===== src/rtl/instr_prefetch_queue_if.sv =====
// Bus bundle between the prefetch queue, the instruction memory and the core.
// master = prefetch queue side, slave = memory/core side.
interface instr_prefetch_queue_if #(
  parameter int ADDR_W = 12,
  parameter int DATA_W = 32,
  parameter int DEPTH  = 4
);
  localparam int CNT_W = $clog2(DEPTH) + 1;

  logic              mem_rd;
  logic [ADDR_W-1:0] mem_addr;
  logic [DATA_W-1:0] mem_rdata;
  logic              flush;
  logic [ADDR_W-1:0] flush_pc;
  logic              instr_valid;
  logic              instr_ready;
  logic [DATA_W-1:0] instr;
  logic [ADDR_W-1:0] instr_pc;
  logic [CNT_W-1:0]  count;

  // Handshake: a word transfers on any rising clock edge where instr_valid and
  // instr_ready are both 1; instr/instr_pc are stable while valid waits for ready.
  // mem_rd is a one-cycle request; mem_rdata answers in the following cycle.
  modport master (
    output mem_rd, mem_addr,
    input  mem_rdata,
    input  flush, flush_pc,
    output instr_valid,
    input  instr_ready,
    output instr, instr_pc, count
  );

  modport slave (
    input  mem_rd, mem_addr,
    output mem_rdata,
    output flush, flush_pc,
    input  instr_valid,
    output instr_ready,
    input  instr, instr_pc, count
  );
endinterface


===== src/rtl/instr_prefetch_queue.sv =====
// Sequential instruction prefetcher with a small FIFO and flush/redirect.
// Optional PREFETCH_HALT_STOP_EN: stop fetching once a HALT word is enqueued.
module instr_prefetch_queue #(
  parameter int ADDR_W   = 12,
  parameter int DATA_W   = 32,
  parameter int DEPTH    = 4,
  parameter int RESET_PC = 4064
) (
  input  logic                   clock,
  input  logic                   reset_n,
  instr_prefetch_queue_if.master bus,
  output logic [1:0]             dbg_state
);
  localparam int PTR_W = $clog2(DEPTH);
  localparam int CNT_W = PTR_W + 1;
  localparam logic [ADDR_W-1:0] RESET_PC_V = RESET_PC[ADDR_W-1:0];

  typedef enum logic [1:0] {
    ST_RUN  = 2'd0,
    ST_FULL = 2'd1,
    ST_HALT = 2'd2
  } state_e;

  state_e            state_q, state_d;
  logic [ADDR_W-1:0] fetch_pc_q;
  logic [ADDR_W-1:0] ret_pc_q;
  logic              inflight_q;
  logic [PTR_W-1:0]  wr_ptr_q, rd_ptr_q;
  logic [CNT_W-1:0]  count_q, count_d;
  logic [CNT_W-1:0]  occupancy, occ_d;
  logic [DATA_W-1:0] data_mem [DEPTH];
  logic [ADDR_W-1:0] pc_mem   [DEPTH];

  logic issue, push, pop, kill, halt_hit;

  // In-flight requests reserve a slot, so a returning word always fits.
  assign occupancy = count_q + {{(CNT_W-1){1'b0}}, inflight_q};
  assign issue     = reset_n && (state_q == ST_RUN) && !bus.flush
                     && (occupancy < CNT_W'(DEPTH));

  // Returning data is dropped when it belongs to a stream being redirected or
  // arrives after the HALT word stopped fetching.
  assign kill = bus.flush || (state_q == ST_HALT);
  assign push = inflight_q && !kill;
  assign pop  = (count_q != '0) && bus.instr_ready && !bus.flush;

`ifdef PREFETCH_HALT_STOP_EN
  assign halt_hit = push && (bus.mem_rdata[DATA_W-1 -: 4] == 4'b1000);
`else
  assign halt_hit = 1'b0;
`endif

  always_comb begin
    count_d = count_q;
    if (bus.flush)
      count_d = '0;
    else if (push && !pop)
      count_d = count_q + CNT_W'(1);
    else if (!push && pop)
      count_d = count_q - CNT_W'(1);
  end

  always_comb begin
    state_d = state_q;
    occ_d   = count_d + {{(CNT_W-1){1'b0}}, issue};
    if (bus.flush) begin
      state_d = ST_RUN;
    end else begin
      case (state_q)
        ST_RUN: begin
          if (halt_hit)
            state_d = ST_HALT;
          else if (occ_d == CNT_W'(DEPTH))
            state_d = ST_FULL;
        end
        ST_FULL: begin
          if (halt_hit)
            state_d = ST_HALT;
          else if (occ_d < CNT_W'(DEPTH))
            state_d = ST_RUN;
        end
        ST_HALT: state_d = ST_HALT;
        default: state_d = ST_RUN;
      endcase
    end
  end

  always_ff @(posedge clock or negedge reset_n) begin
    if (!reset_n)
      state_q <= ST_RUN;
    else
      state_q <= state_d;
  end

  always_ff @(posedge clock or negedge reset_n) begin
    if (!reset_n) begin
      fetch_pc_q <= RESET_PC_V;
      ret_pc_q   <= '0;
      inflight_q <= 1'b0;
      count_q    <= '0;
      wr_ptr_q   <= '0;
      rd_ptr_q   <= '0;
      for (int i = 0; i < DEPTH; i++) begin
        data_mem[i] <= '0;
        pc_mem[i]   <= '0;
      end
    end else begin
      count_q    <= count_d;
      inflight_q <= issue;
      if (issue)
        ret_pc_q <= fetch_pc_q;
      if (bus.flush) begin
        fetch_pc_q <= bus.flush_pc;
        wr_ptr_q   <= '0;
        rd_ptr_q   <= '0;
      end else begin
        if (issue)
          fetch_pc_q <= fetch_pc_q + ADDR_W'(1);
        if (push) begin
          data_mem[wr_ptr_q] <= bus.mem_rdata;
          pc_mem[wr_ptr_q]   <= ret_pc_q;
          wr_ptr_q           <= wr_ptr_q + PTR_W'(1);
        end
        if (pop)
          rd_ptr_q <= rd_ptr_q + PTR_W'(1);
      end
    end
  end

  assign bus.mem_rd      = issue;
  assign bus.mem_addr    = fetch_pc_q;
  assign bus.instr_valid = (count_q != '0);
  assign bus.instr       = data_mem[rd_ptr_q];
  assign bus.instr_pc    = pc_mem[rd_ptr_q];
  assign bus.count       = count_q;
  assign dbg_state       = state_q;
endmodule


===== src/flat_wrapper.sv =====
// flat-port wrapper written by rule: the top's interface ports become plain ports
module instr_prefetch_queue_flat 
#(
  parameter int ADDR_W   = 12,
  parameter int DATA_W   = 32,
  parameter int DEPTH    = 4,
  parameter int RESET_PC = 4064
)
  (clock, reset_n, dbg_state, bus_mem_rd, bus_mem_addr, bus_mem_rdata, bus_flush, bus_flush_pc, bus_instr_valid, bus_instr_ready, bus_instr, bus_instr_pc, bus_count);
  instr_prefetch_queue_if #(.ADDR_W(ADDR_W), .DATA_W(DATA_W), .DEPTH(DEPTH)) bus_i ();
  input  logic clock;
  input  logic reset_n;
  output logic [1:0] dbg_state;
  output wire logic [$bits(bus_i.mem_rd)-1:0] bus_mem_rd;
  output wire logic [$bits(bus_i.mem_addr)-1:0] bus_mem_addr;
  input wire logic [$bits(bus_i.mem_rdata)-1:0] bus_mem_rdata;
  input wire logic [$bits(bus_i.flush)-1:0] bus_flush;
  input wire logic [$bits(bus_i.flush_pc)-1:0] bus_flush_pc;
  output wire logic [$bits(bus_i.instr_valid)-1:0] bus_instr_valid;
  input wire logic [$bits(bus_i.instr_ready)-1:0] bus_instr_ready;
  output wire logic [$bits(bus_i.instr)-1:0] bus_instr;
  output wire logic [$bits(bus_i.instr_pc)-1:0] bus_instr_pc;
  output wire logic [$bits(bus_i.count)-1:0] bus_count;
  assign bus_mem_rd = bus_i.mem_rd;
  assign bus_mem_addr = bus_i.mem_addr;
  assign bus_i.mem_rdata = bus_mem_rdata;
  assign bus_i.flush = bus_flush;
  assign bus_i.flush_pc = bus_flush_pc;
  assign bus_instr_valid = bus_i.instr_valid;
  assign bus_i.instr_ready = bus_instr_ready;
  assign bus_instr = bus_i.instr;
  assign bus_instr_pc = bus_i.instr_pc;
  assign bus_count = bus_i.count;
  instr_prefetch_queue #(.ADDR_W(ADDR_W), .DATA_W(DATA_W), .DEPTH(DEPTH), .RESET_PC(RESET_PC)) u_core (.clock(clock), .reset_n(reset_n), .bus(bus_i), .dbg_state(dbg_state));
endmodule

===== config.mk =====
export PLATFORM = sky130hd
export DESIGN_NAME = instr_prefetch_queue_flat
export DESIGN_NICKNAME = d
export VERILOG_FILES = /design/src/rtl/instr_prefetch_queue_if.sv /design/src/rtl/instr_prefetch_queue.sv /design/src/flat_wrapper.sv
export SDC_FILE = /design/constraint.sdc
export NUM_CORES = 1
export LEC_CHECK = 0
export ABC_AREA = 1
export BUFFER_PORTS_ARGS = -buffer_cell sky130_fd_sc_hd__buf_2
export CORE_ASPECT_RATIO = 1.75
export CORE_UTILIZATION = 40
export DETAILED_ROUTE_END_ITERATION = 16
export HOLD_SLACK_MARGIN = 0.03
export SLEW_MARGIN = 20
export SYNTH_ARGS = -nofsm -noshare
export SYNTH_HDL_FRONTEND = slang
export SYNTH_SLANG_ARGS = --single-unit

===== constraint.sdc =====
create_clock -name clock -period 5.1 [get_ports clock]
set_clock_uncertainty 0.15 [all_clocks]
set_input_delay 0.51 -clock clock [delete_from_list [all_inputs] [get_ports clock]]
set_output_delay 0.51 -clock clock [all_outputs]
set_load 0.05 [all_outputs]

==> results.md, run 1 <==
- Cell at the root of the clock tree: clkbuf_16
- Number of buffers inserted during clock tree synthesis: 21
- Post-layout net count: 1210
- Share of synthesized area occupied by flip-flops and latches: 56.1%
- Number of cells in the design after placement: 1428
- Number of antenna violations at the first check in global routing: 0
- Number of warning messages in the yosys log: 0
- Number of ports placed on the die boundary: roughly 110
- Type of the most critical hold path: in -> reg
- Result of the run: finished clean
- Cell variety after synth: 32
- Worst max-slew margin expressed relative to the limit: between 30% and 40%
- Maximum frequency from static timing analysis: approximately 260 MHz
- Leakage dissipation: around 5.3 nW
- Worst Setup Path Type: in -> out
- Final-layout setup total negative slack: 0 ps
- Via-to-Cell Ratio: between 5 and 6
- Pin count of the biggest net entering global routing: 90
- WL per Instance: 15.5 um
- Placeable core region: 22800 um^2
- Clock share of power: 30.0%
- Placed standard-cell area: 10000 um^2
- Endpoints failing hold: 0
- Most frequent cells in the layout: o21ai_0 (260), nand2_1 (232), dfrtp_1 (202), buf_2 (109), nor2_1 (100)
- Number of antenna diodes: 0
- Final HPWL from detailed placement: 13800 um
- IR Drop Worst-Case VDD: about 280 uV
- Unrepaired setup endpoints after global routing: no
- Fraction of final layout cells with drive strength greater than 1: 14.7%
- Most frequent standard cell in the layout excluding fill and tap cells: o21ai_0
- Average cell area after synthesis: 8.69 um^2
- Wire length of the first global-routing pass: 37900 um
- NetSw: 1.75 mW
- Worst slack on hold paths: 74.1 ps
- Number of I/O port buffers: 110
- CTS tree: built
- Detailed-route wire length: 22800 um
- Horiz. Die Dim: 118 um
- Area of all placed cells without fillers: 10700 um^2
- Final Cycle Share: 74.9%
- Critical Path Start Type: input port
- Cell type group with the largest total delay on the critical path: buffers and inverters
- Post-synth net total: about 1100
- Number of clock sinks: 210
- Area of the die: 24100 um^2
- Global route overflow: 0
- Largest incremental delay on the critical path: 540 ps
- Final weighted congestion in routability-driven placement: 0.857
- Worst Tran Pin Value: 1000 ps
- Routed via count: 7410
- R2R depth: 11
- Synthesized area: between 9000 and 10000 um^2
- Die extent in y: 205 um
- Worst EP arrival: 3160 ps
- Req. time, crit path: between 4000 and 5000 ps
- Buf/Inv on CP: 4
- Gate power share: 26.6%
- Min Tclk post-route: 3820 ps
- Remaining antenna violation count: 0
- Fillcell total: 2327
- Synthesis-to-layout area growth: 13.8%
- Final setup fails: 0
- CTS clock-pin slew for the worst setup and hold paths: 60 ps
- Drt first-iter violations: around 440
- Vias in the first global route: 7313
- Number of standard cells in the layout, taps in and fillers out: 1467
- Number of rows in the core area: 73
- # Max-Cap Violations: 0
- PnR Total Power: roughly 5 mW
- Internal power: 3.13 mW
- Critical-path cell with the highest stage delay: dlygate4sd3_1
- Number of stages on the worst hold path: 3
- Insertion delay of the later-clocked pin in the worst-skew pair: 490 ps
- # DRC: 0
- Number of levels in the clock H-tree: 1
- Slew Limit Fails: 0
- Worst-path maximum fanout: 79
- P per Cell Area: 457 nW/um^2
- Cell breakdown of the critical path: dlygate4sd3_1, clkbuf_8, nand2_1, nor2_2, nand3_2, inv_2, buf_2
- Max Buffers Root-to-Sink: 3
- Global router's overall resource usage: 19.5%
- Number of instances in the synthesized netlist: 1079
- Critical path depth: 7
- Switching power share of the total: a little over a third
- Sort of element at the end of the critical path: primary output
- Post-cts sizing count: 0
- Setup Fix Bufs, Post-CTS: 0
- 1st-pass router iterations: 5
- Hold-fix buffers, CTS: 1
- Synthesis-stage register bit count: 210
- Proportion of power drawn by flip-flops and latches: 43.4%
- Effective utilization at floorplan: 41.1%
## flip-flops by register name, indices dropped and copies added (netlist names)
signal,cells
u_core.inflight_q,1
u_core.bus.mem_addr,12
u_core.pc_mem,48
u_core.bus.count,3
u_core.data_mem,128
u_core.ret_pc_q,12
u_core.wr_ptr_q,2
u_core.dbg_state,2
u_core.rd_ptr_q,2
## routing by layer
layer  GRT usage, %  wire length [um]  share of wire, %  up-vias
met5              0                 0                 0        -
met4           5.68               497               2.2        0
met3           2.76               913               4.0       31
met2           35.2             11700                51      136
met1           23.9              9690                43     3529
li1               -                 -                 -     3714
## worst reg2reg max path, delay by kind of cell, from the launching register on
| family | cells | cell delay, ps |
|---|---|---|
| flip-flops | 1 | 450 |
| adder cells (fa/ha/maj) | 2 | 420 |
| AND/OR/NAND/NOR | 7 | 1110 |
| buffers and inverters | 2 | 520 |
## logic make-up (layout without fill, tap and decap cells)
family / after synthesis / count (layout) / synth area share [%]
xor gates and xnor gates: 10 / 10 / 0.934
adders and majority gates: 10 / 10 / 1.33
buffers and inverters: 141 / 229 / 6.68
and+or+nand+nor: 366 / 366 / 15.8
AOI/OAI and AO/OA: 342 / 342 / 19.1
DFF: 210 / 210 / 56.1
## metrics by stage
| step | worst slack, ps | utilization [%] |
|---|---|---|
| finish | 1280 | 46.7 |
| global route | 1010 | 46.7 |
| CTS | 1200 | 46.7 |
| detailed placement | 1760 | 43.9 |
| global placement | 1770 | 43.9 |
| floorplan | 2060 | - |
## cell usage after synthesis, drive strengths merged
master | instances | area share [%]
buf | 18 | 1.8
o22ai | 44 | 2.9
a21oi | 7 | 0.37
o211ai | 2 | 0.16
nor2 | 104 | 4.5
nand4 | 4 | 0.27
or2 | 1 | 0.067
a31oi | 1 | 0.067
xnor2 | 3 | 0.28
dfstp | 7 | 2.0
ha | 10 | 1.3
dfrtp | 203 | 54
nand2 | 238 | 9.9
a22o | 1 | 0.093
o21ai | 282 | 15
nor3 | 2 | 0.11
nand3 | 17 | 0.96
clkbuf | 51 | 2.0
o221ai | 5 | 0.47
xor2 | 7 | 0.65
inv | 71 | 2.8
clkinv | 1 | 0.040
## path summary, 6_finish.rpt
check                                         start                      to  slack (ps)
worst min-delay path                bus_flush_pc[2]  u_core.bus.mem_addr[2]          70
max in group asynchronous                   reset_n     u_core.data_mem[51]        2870
worst min register to register  u_core.data_mem[51]     u_core.data_mem[51]         330
worst max register to register  u_core.bus.count[2]     u_core.dbg_state[0]        2380
worst max-delay path                        reset_n              bus_mem_rd        1280
min in group asynchronous                   reset_n       u_core.pc_mem[43]         460
## power groups by stage
stage	clock network (mW)	registers [mW]	logic, mW
2_1_floorplan	0	2.16	0.943
3_3_place_gp	0	2.13	1.30
3_5_place_dp	0	2.14	1.32
4_1_cts	1.51	2.11	1.32
5_1_grt	1.57	2.15	1.44
6_report	1.46	2.11	1.30
## layout make-up
cell class	instances	area, um^2	area share [%]
sequential	210	5270	49.3
tap	300	375	3.52
inverter	72	270	2.53
multi-input combinational	728	3490	32.7
clock inverter	8	72.6	0.680
timing repair buffer	119	629	5.90
clock buffer	30	569	5.33
Note: power is estimated with default switching activity, not from simulation.
==> run 2: changes to the inputs <==
==> constraint.sdc (replaced) <==
create_clock -name clock -period 3.85 [get_ports clock]
set_clock_uncertainty 0.15 [all_clocks]
set_input_delay 0.385 -clock clock [delete_from_list [all_inputs] [get_ports clock]]
set_output_delay 0.385 -clock clock [all_outputs]
set_load 0.05 [all_outputs]
==> results.md, run 2 (synthesis gave the netlist of run 1 again) <==
- Maximum frequency from static timing analysis: 344 MHz
- Post-layout net count: 1231
- Number of clock sinks: 210
- Final weighted congestion in routability-driven placement: 0.827
- WL per Instance: ~15 um
- P per Cell Area: ~590 nW/um^2
- Pin count of the biggest net entering global routing: 166
- Number of ports placed on the die boundary: about 110
- Fillcell total: 2310
- Number of I/O port buffers: 110
- Effective utilization at floorplan: about two fifths
- Critical Path Start Type: register
- Placeable core region: 22800 um^2
- Worst slack on hold paths: ~45 ps
- 1st-pass router iterations: 5
- Most frequent cells in the layout: o21ai_0 (260), nand2_1 (232), dfrtp_1 (202), buf_2 (109), nor2_1 (100)
- Worst Setup Path Type: reg -> out
- Sort of element at the end of the critical path: primary output
- Worst max-slew margin expressed relative to the limit: between 30% and 40%
- Horiz. Die Dim: 118 um
- Routed length on met2: 11800 um
- Result of the run: finished clean
- Placed standard-cell area: 10100 um^2
- Number of rows in the core area: 73
- Leakage dissipation: 5.37 nW
- Area of all placed cells without fillers: 10900 um^2
- Global router's overall resource usage: 19.9%
- Worst Tran Pin Value: 960 ps
- # DRC: 0
- Type of the most critical hold path: in -> reg
- Req. time, crit path: 3310 ps
- Top register by number of flip-flops: u_core.data_mem
- Routed via count: 7581
- Vias in the first global route: 7841
- Number of antenna diodes: 0
- Number of cells in the design after placement: 1434
- Die extent in y: 205 um
- Min Tclk post-route: approximately 2900 ps
- Setup Fix Bufs, Post-CTS: 0
- Insertion delay of the later-clocked pin in the worst-skew pair: 500 ps
- CTS tree: built
- Number of antenna violations at the first check in global routing: 0
- Worst EP arrival: between 2000 and 2500 ps
- Final-layout setup total negative slack: 0 ps
- Highest routed metal layer: met4
- Post-cts sizing count: 0
- Max Buffers Root-to-Sink: 3
- Cell at the root of the clock tree: clkbuf_16
- Number of levels in the clock H-tree: 1
- Fraction of final layout cells with drive strength greater than 1: 14.9%
- CTS clock-pin slew for the worst setup and hold paths: 60 ps
- # Max-Cap Violations: 0
- Remaining antenna violation count: 0
- DRT met1 WL: 9870 um
- Storage element area: 5270 um^2
- Endpoints failing hold: 0
- Most frequent standard cell in the layout excluding fill and tap cells: o21ai_0
- Number of buffers inserted during clock tree synthesis: 21
- Via-to-Cell Ratio: approximately 5
- Flip-flop count of the largest register after layout: approximately 130
- Wire length of the first global-routing pass: 39000 um
- Largest registers ranked by flip-flop count: u_core.data_mem x128, u_core.pc_mem x48
- Detailed-route wire length: 23000 um
- Unrepaired setup endpoints after global routing: no
- Layout Utilization: around 48%
- Final setup fails: 0
- Slew Limit Fails: 0
- Area of the die: 24100 um^2
- Drt first-iter violations: 441
- Final HPWL from detailed placement: 14100 um
- Number of standard cells in the layout, taps in and fillers out: 1485
- Global route overflow: 0
- IR Drop Worst-Case VDD: about 370 uV
- Synthesis-to-layout area growth: 16.1%
- Final Cycle Share: approximately 75%
- Multi-input logic area: between 3000 and 4000 um^2
- Worst-path maximum fanout: 19
- Metal3 WL: just under 800 um
## run 2: repair_timing
item                       in CTS  in global routing
setup endpoints to repair       0                  0
hold endpoints to repair       62                  0
hold buffers                   16                  0
## run 2: final cells by class
cell class	instances	area share, %
sequential	210	48.3
multi-input combinational	728	32.0
timing repair buffer	140	7.91
clock buffer	32	5.57
tap	300	3.45
inverter	72	2.48
clock inverter	3	0.207
## run 2: power breakdown
group	switching [mW]	internal (mW)
Sequential	0.208	2.59
Clock	0.824	1.08
Combinational	1.28	0.466
Total	2.31	4.14
## run 2: layer usage
metal,vias up,track usage [%]
met1,3670,23.8
met3,27,2.34
met4,0,6.78
li1,3757,-
met2,127,36.7
met5,-,0
## run 2: critical path, cell delays in order, from the launching register on
cell	delay (ps)
dfrtp_1	390
inv_1	570
buf_12	230
o21ai_0	90
o22ai_1	250
buf_2	330
## run 2: per-stage QoR
stage / power, mW / setup slack (ps)
final: 6.46 / 944
after global routing: 6.83 / 868
after CTS: 6.54 / 957
after detailed placement: 4.59 / 1310
after global placement: 4.56 / 1340
after floorplan: 4.10 / 811
## run 2: final timing paths
path	slack, ps	endpoint	startpoint	depth (start not counted)
worst max-delay path	940	bus_instr_pc[5]	u_core.rd_ptr_q[1]	5
worst min-delay path	50	u_core.data_mem[33]	bus_mem_rdata[1]	3
worst max register to register	1350	u_core.dbg_state[0]	u_core.bus.count[0]	15
worst min register to register	330	u_core.data_mem[53]	u_core.data_mem[53]	2
max in group asynchronous	1980	u_core.rd_ptr_q[0]	reset_n	3
min in group asynchronous	240	u_core.pc_mem[43]	reset_n	2
==> run 3: changes to the inputs <==
--- a/config.mk
+++ b/config.mk
@@ -5,7 +5,7 @@
 export SDC_FILE = /design/constraint.sdc
 export NUM_CORES = 1
 export LEC_CHECK = 0
-export ABC_AREA = 1
+export ABC_AREA = 0
 export BUFFER_PORTS_ARGS = -buffer_cell sky130_fd_sc_hd__buf_2
 export CORE_ASPECT_RATIO = 1.75
 export CORE_UTILIZATION = 40
==> constraint.sdc (replaced) <==
create_clock -name clock -period 2.81 [get_ports clock]
set_clock_uncertainty 0.15 [all_clocks]
set_input_delay 0.281 -clock clock [delete_from_list [all_inputs] [get_ports clock]]
set_output_delay 0.281 -clock clock [all_outputs]
set_load 0.05 [all_outputs]
==> results.md, run 3 <==
- Remaining antenna violation count: 0
- Number of antenna violations at the first check in global routing: 0
- Synth async-reset ratio: 100%
- Critical-path cell with the highest stage delay: dfrtp_2
- Synthesis-stage register bit count: 210
- # Max-Cap Violations: 0
- Flip-flop count of the largest register after layout: 128
- Final setup fails: 0
- Critical Path Start Type: register
- Number of antenna diodes: 0
- Area of the die: between 20000 and 25000 um^2
- Number of warning messages in the yosys log: 0
- Synthesis-to-layout area growth: 21.1%
- Most frequent cells in the layout: dfrtp_1 (199), mux2_2 (149), buf_2 (109), dlygate4sd3_1 (45), mux4_2 (44)
- Compound-Gate Fraction of Synth Area: 2.07%
- Cell variety after synth: 44
- Drt first-iter violations: ~230
- Share of synthesized area occupied by flip-flops and latches: 55.8%
- Die extent in y: between 200 and 250 um
- Largest registers ranked by flip-flop count: u_core.data_mem x128, u_core.pc_mem x48
- Number of rows in the core area: 74
- Maximum frequency from static timing analysis: between 300 and 400 MHz
- Metal3 WL: 661 um
- # DRC: 0
- Global router's overall resource usage: 17.8%
- Share of synthesized area spent on multiplexers: 31.7%
- Number of ports placed on the die boundary: 111
- Result of the run: finished clean
- Endpoints failing hold: 0
- Worst EP arrival: 2890 ps
- Placeable core region: 23200 um^2
- DRT met1 WL: 7950 um
- Cell taking the most area after synthesis: dfrtp_1
- Type of the most critical hold path: in -> reg
- Worst-path maximum fanout: 7
- Pin count of the biggest net entering global routing: ~150
- Via-to-Cell Ratio: 5.23
- Cell breakdown of the critical path: inv_1, ha_1, nand2b_4, and2_2, maj3_1, a221oi_2, ha_1, xor3_1, nor4_1
- Wire length of the first global-routing pass: 33800 um
- Highest routed metal layer: met4
- Largest family of logic cells by synthesized area: multiplexers
- Detailed-route wire length: 20800 um
- Average cell area after synthesis: 15.5 um^2
- Min Tclk post-route: 2660 ps
- Most common library cells after synthesis: dfrtp_1 (203), mux2_2 (149), mux4_2 (44), nand2_1 (41), mux2_1 (28)
- Number of buffers inserted during clock tree synthesis: 20
- 1st-pass router iterations: 4
- Number of levels in the clock H-tree: 1
- Simple-gate portion of the synthesized area: 4.64%
- Cell type group with the largest total delay on the critical path: adder cells
- Post-layout net count: 824
- Minimum setup slack after placement: between 100 and 150 ps
- Vias in the first global route: around 6400
- Req. time, crit path: 3040 ps
- CTS tree: built
- Routed via count: 5667
- Post-synth net total: 666
- Cell types occupying the most area after synthesis: dfrtp_1 (54%), mux2_2 (18%), mux4_2 (11%)
- Routed length on met2: ~12000 um
- XOR/XNOR share of the synthesized area: ~1.3%
- Largest incremental delay on the critical path: 440 ps
- Max Buffers Root-to-Sink: 3
- Worst Tran Pin Value: 837 ps
- IR Drop Worst-Case VDD: 688 uV
- Most used standard cell by instance count after synthesis: dfrtp_1
- PnR worst setup slack: 149 ps
- Fraction of final layout cells with drive strength greater than 1: a little under half
- Unrepaired setup endpoints after global routing: no
- Worst Setup Path Type: reg -> reg
- Horiz. Die Dim: 118 um
- Final Cycle Share: a little over nine tenths
- Global route overflow: 0
- CTS clock-pin slew for the worst setup and hold paths: approximately 60 ps
- Fillcell total: 1997
- Number of instances in the synthesized netlist: 608
- Number of clock sinks: 210
- Final weighted congestion in routability-driven placement: ~0.77
- Yosys top cell area share: 53.8%
- Post-synth EDFFs: 0
- WL per Instance: 19.2 um
- Number of I/O port buffers: 110
- Area share of fa/ha/maj cells after synthesis: 1.43%
- Synthesized area: 9430 um^2
- Slew Limit Fails: 0
- Most frequent standard cell in the layout excluding fill and tap cells: dfrtp_1
- Leakage dissipation: roughly 5.5 nW
- Final-layout setup total negative slack: 0 ps
- Cell at the root of the clock tree: clkbuf_16
- Worst max-slew margin expressed relative to the limit: between 40% and 50%
- Top register by number of flip-flops: u_core.data_mem
- P per Cell Area: 1090 nW/um^2
- Insertion delay of the later-clocked pin in the worst-skew pair: 490 ps
- Library cell appearing most often on the critical path: ha_1
- Commonest register cell after synthesis: dfrtp_1
- Final HPWL from detailed placement: 13500 um
- Effective utilization at floorplan: between 40% and 50%
- Sort of element at the end of the critical path: register
- Buf/Inv on CP: 1
[run 3: cell types whose count changed in the layout (fill, tap and decap cells not counted), moves of 29 or more]
| cell | delta |
|---|---|
| dlygate4sd3_1 | +29 |
| inv_1 | -61 |
| mux2_2 | +149 |
| mux4_2 | +44 |
| nand2_1 | -191 |
| nor2_1 | -88 |
| o21ai_0 | -251 |
| o22ai_1 | -44 |
[run 3: metrics by stage]
stage	utilization [%]	hold slack, ps	instance area [um^2]	power, mW	instances
after floorplan	-	-165	9450	8.62	608
final	49.2	144	11400	12.4	1084
after global routing	49.2	157	11400	13.1	1084
after global placement	44.5	318	10300	9.75	1003
after CTS	49.1	129	11400	12.6	1084
after detailed placement	44.5	328	10300	9.97	1003
[run 3: final cells by class]
type	count	area [um^2]	share of cell area [%]
Clock inverter	4	22.5	0.197
Timing Repair Buffer	169	1210	10.6
Clock buffer	32	597	5.22
Sequential cell	210	5270	46.1
Inverter	8	30.0	0.263
Tap cell	304	380	3.33
Multi-Input combinational cell	357	3910	34.2
[run 3: per-layer routing]
metal  up-vias  track usage (%)
li1       2539                -
met3        29             2.34
met2       108             34.7
met1      2991             19.7
met4         0             5.17
met5         -                0
[run 3: cell families (layout without fill, tap and decap cells)]
family / after synthesis / count (layout)
flops: 210 / 210
buf+inv: 41 / 213
mux: 222 / 222
xor+xnor: 12 / 12
simple gates: 83 / 83
compound gates: 29 / 29
fa+ha+maj: 11 / 11
[run 3: final timing paths]
| path | from | to | slack, ps | cells past startpoint |
|---|---|---|---|---|
| max | u_core.bus.count[0] | u_core.dbg_state[0] | 150 | 9 |
| min | bus_flush | u_core.bus.mem_addr[8] | 140 | 5 |
| max reg2reg | u_core.bus.count[0] | u_core.dbg_state[0] | 150 | 9 |
| min reg2reg | u_core.data_mem[103] | u_core.data_mem[103] | 340 | 1 |
| max in group asynchronous | reset_n | u_core.pc_mem[20] | 810 | 4 |
| min in group asynchronous | reset_n | u_core.data_mem[122] | 330 | 3 |
[run 3: power by group]
part           internal, mW  switching, mW
combinational          2.03           3.20
clock                  1.46           1.09
sequential             3.99          0.683
[run 3: what timing repair did]
| item | in CTS | in global routing |
|---|---|---|
| hold buffers | 45 | 0 |
| setup endpoints to repair | 0 | 2 |
| buffers inserted | 0 | 0 |
| endpoints found under the hold margin | 282 | 0 |
| resized for setup | 0 | 3 |
[run 3: worst min-delay path: cells and delay by family]
family,cells,cell delay (ps)
compound gates,1,80
xor+xnor,1,150
buf+inv,1,110
simple gates,2,140
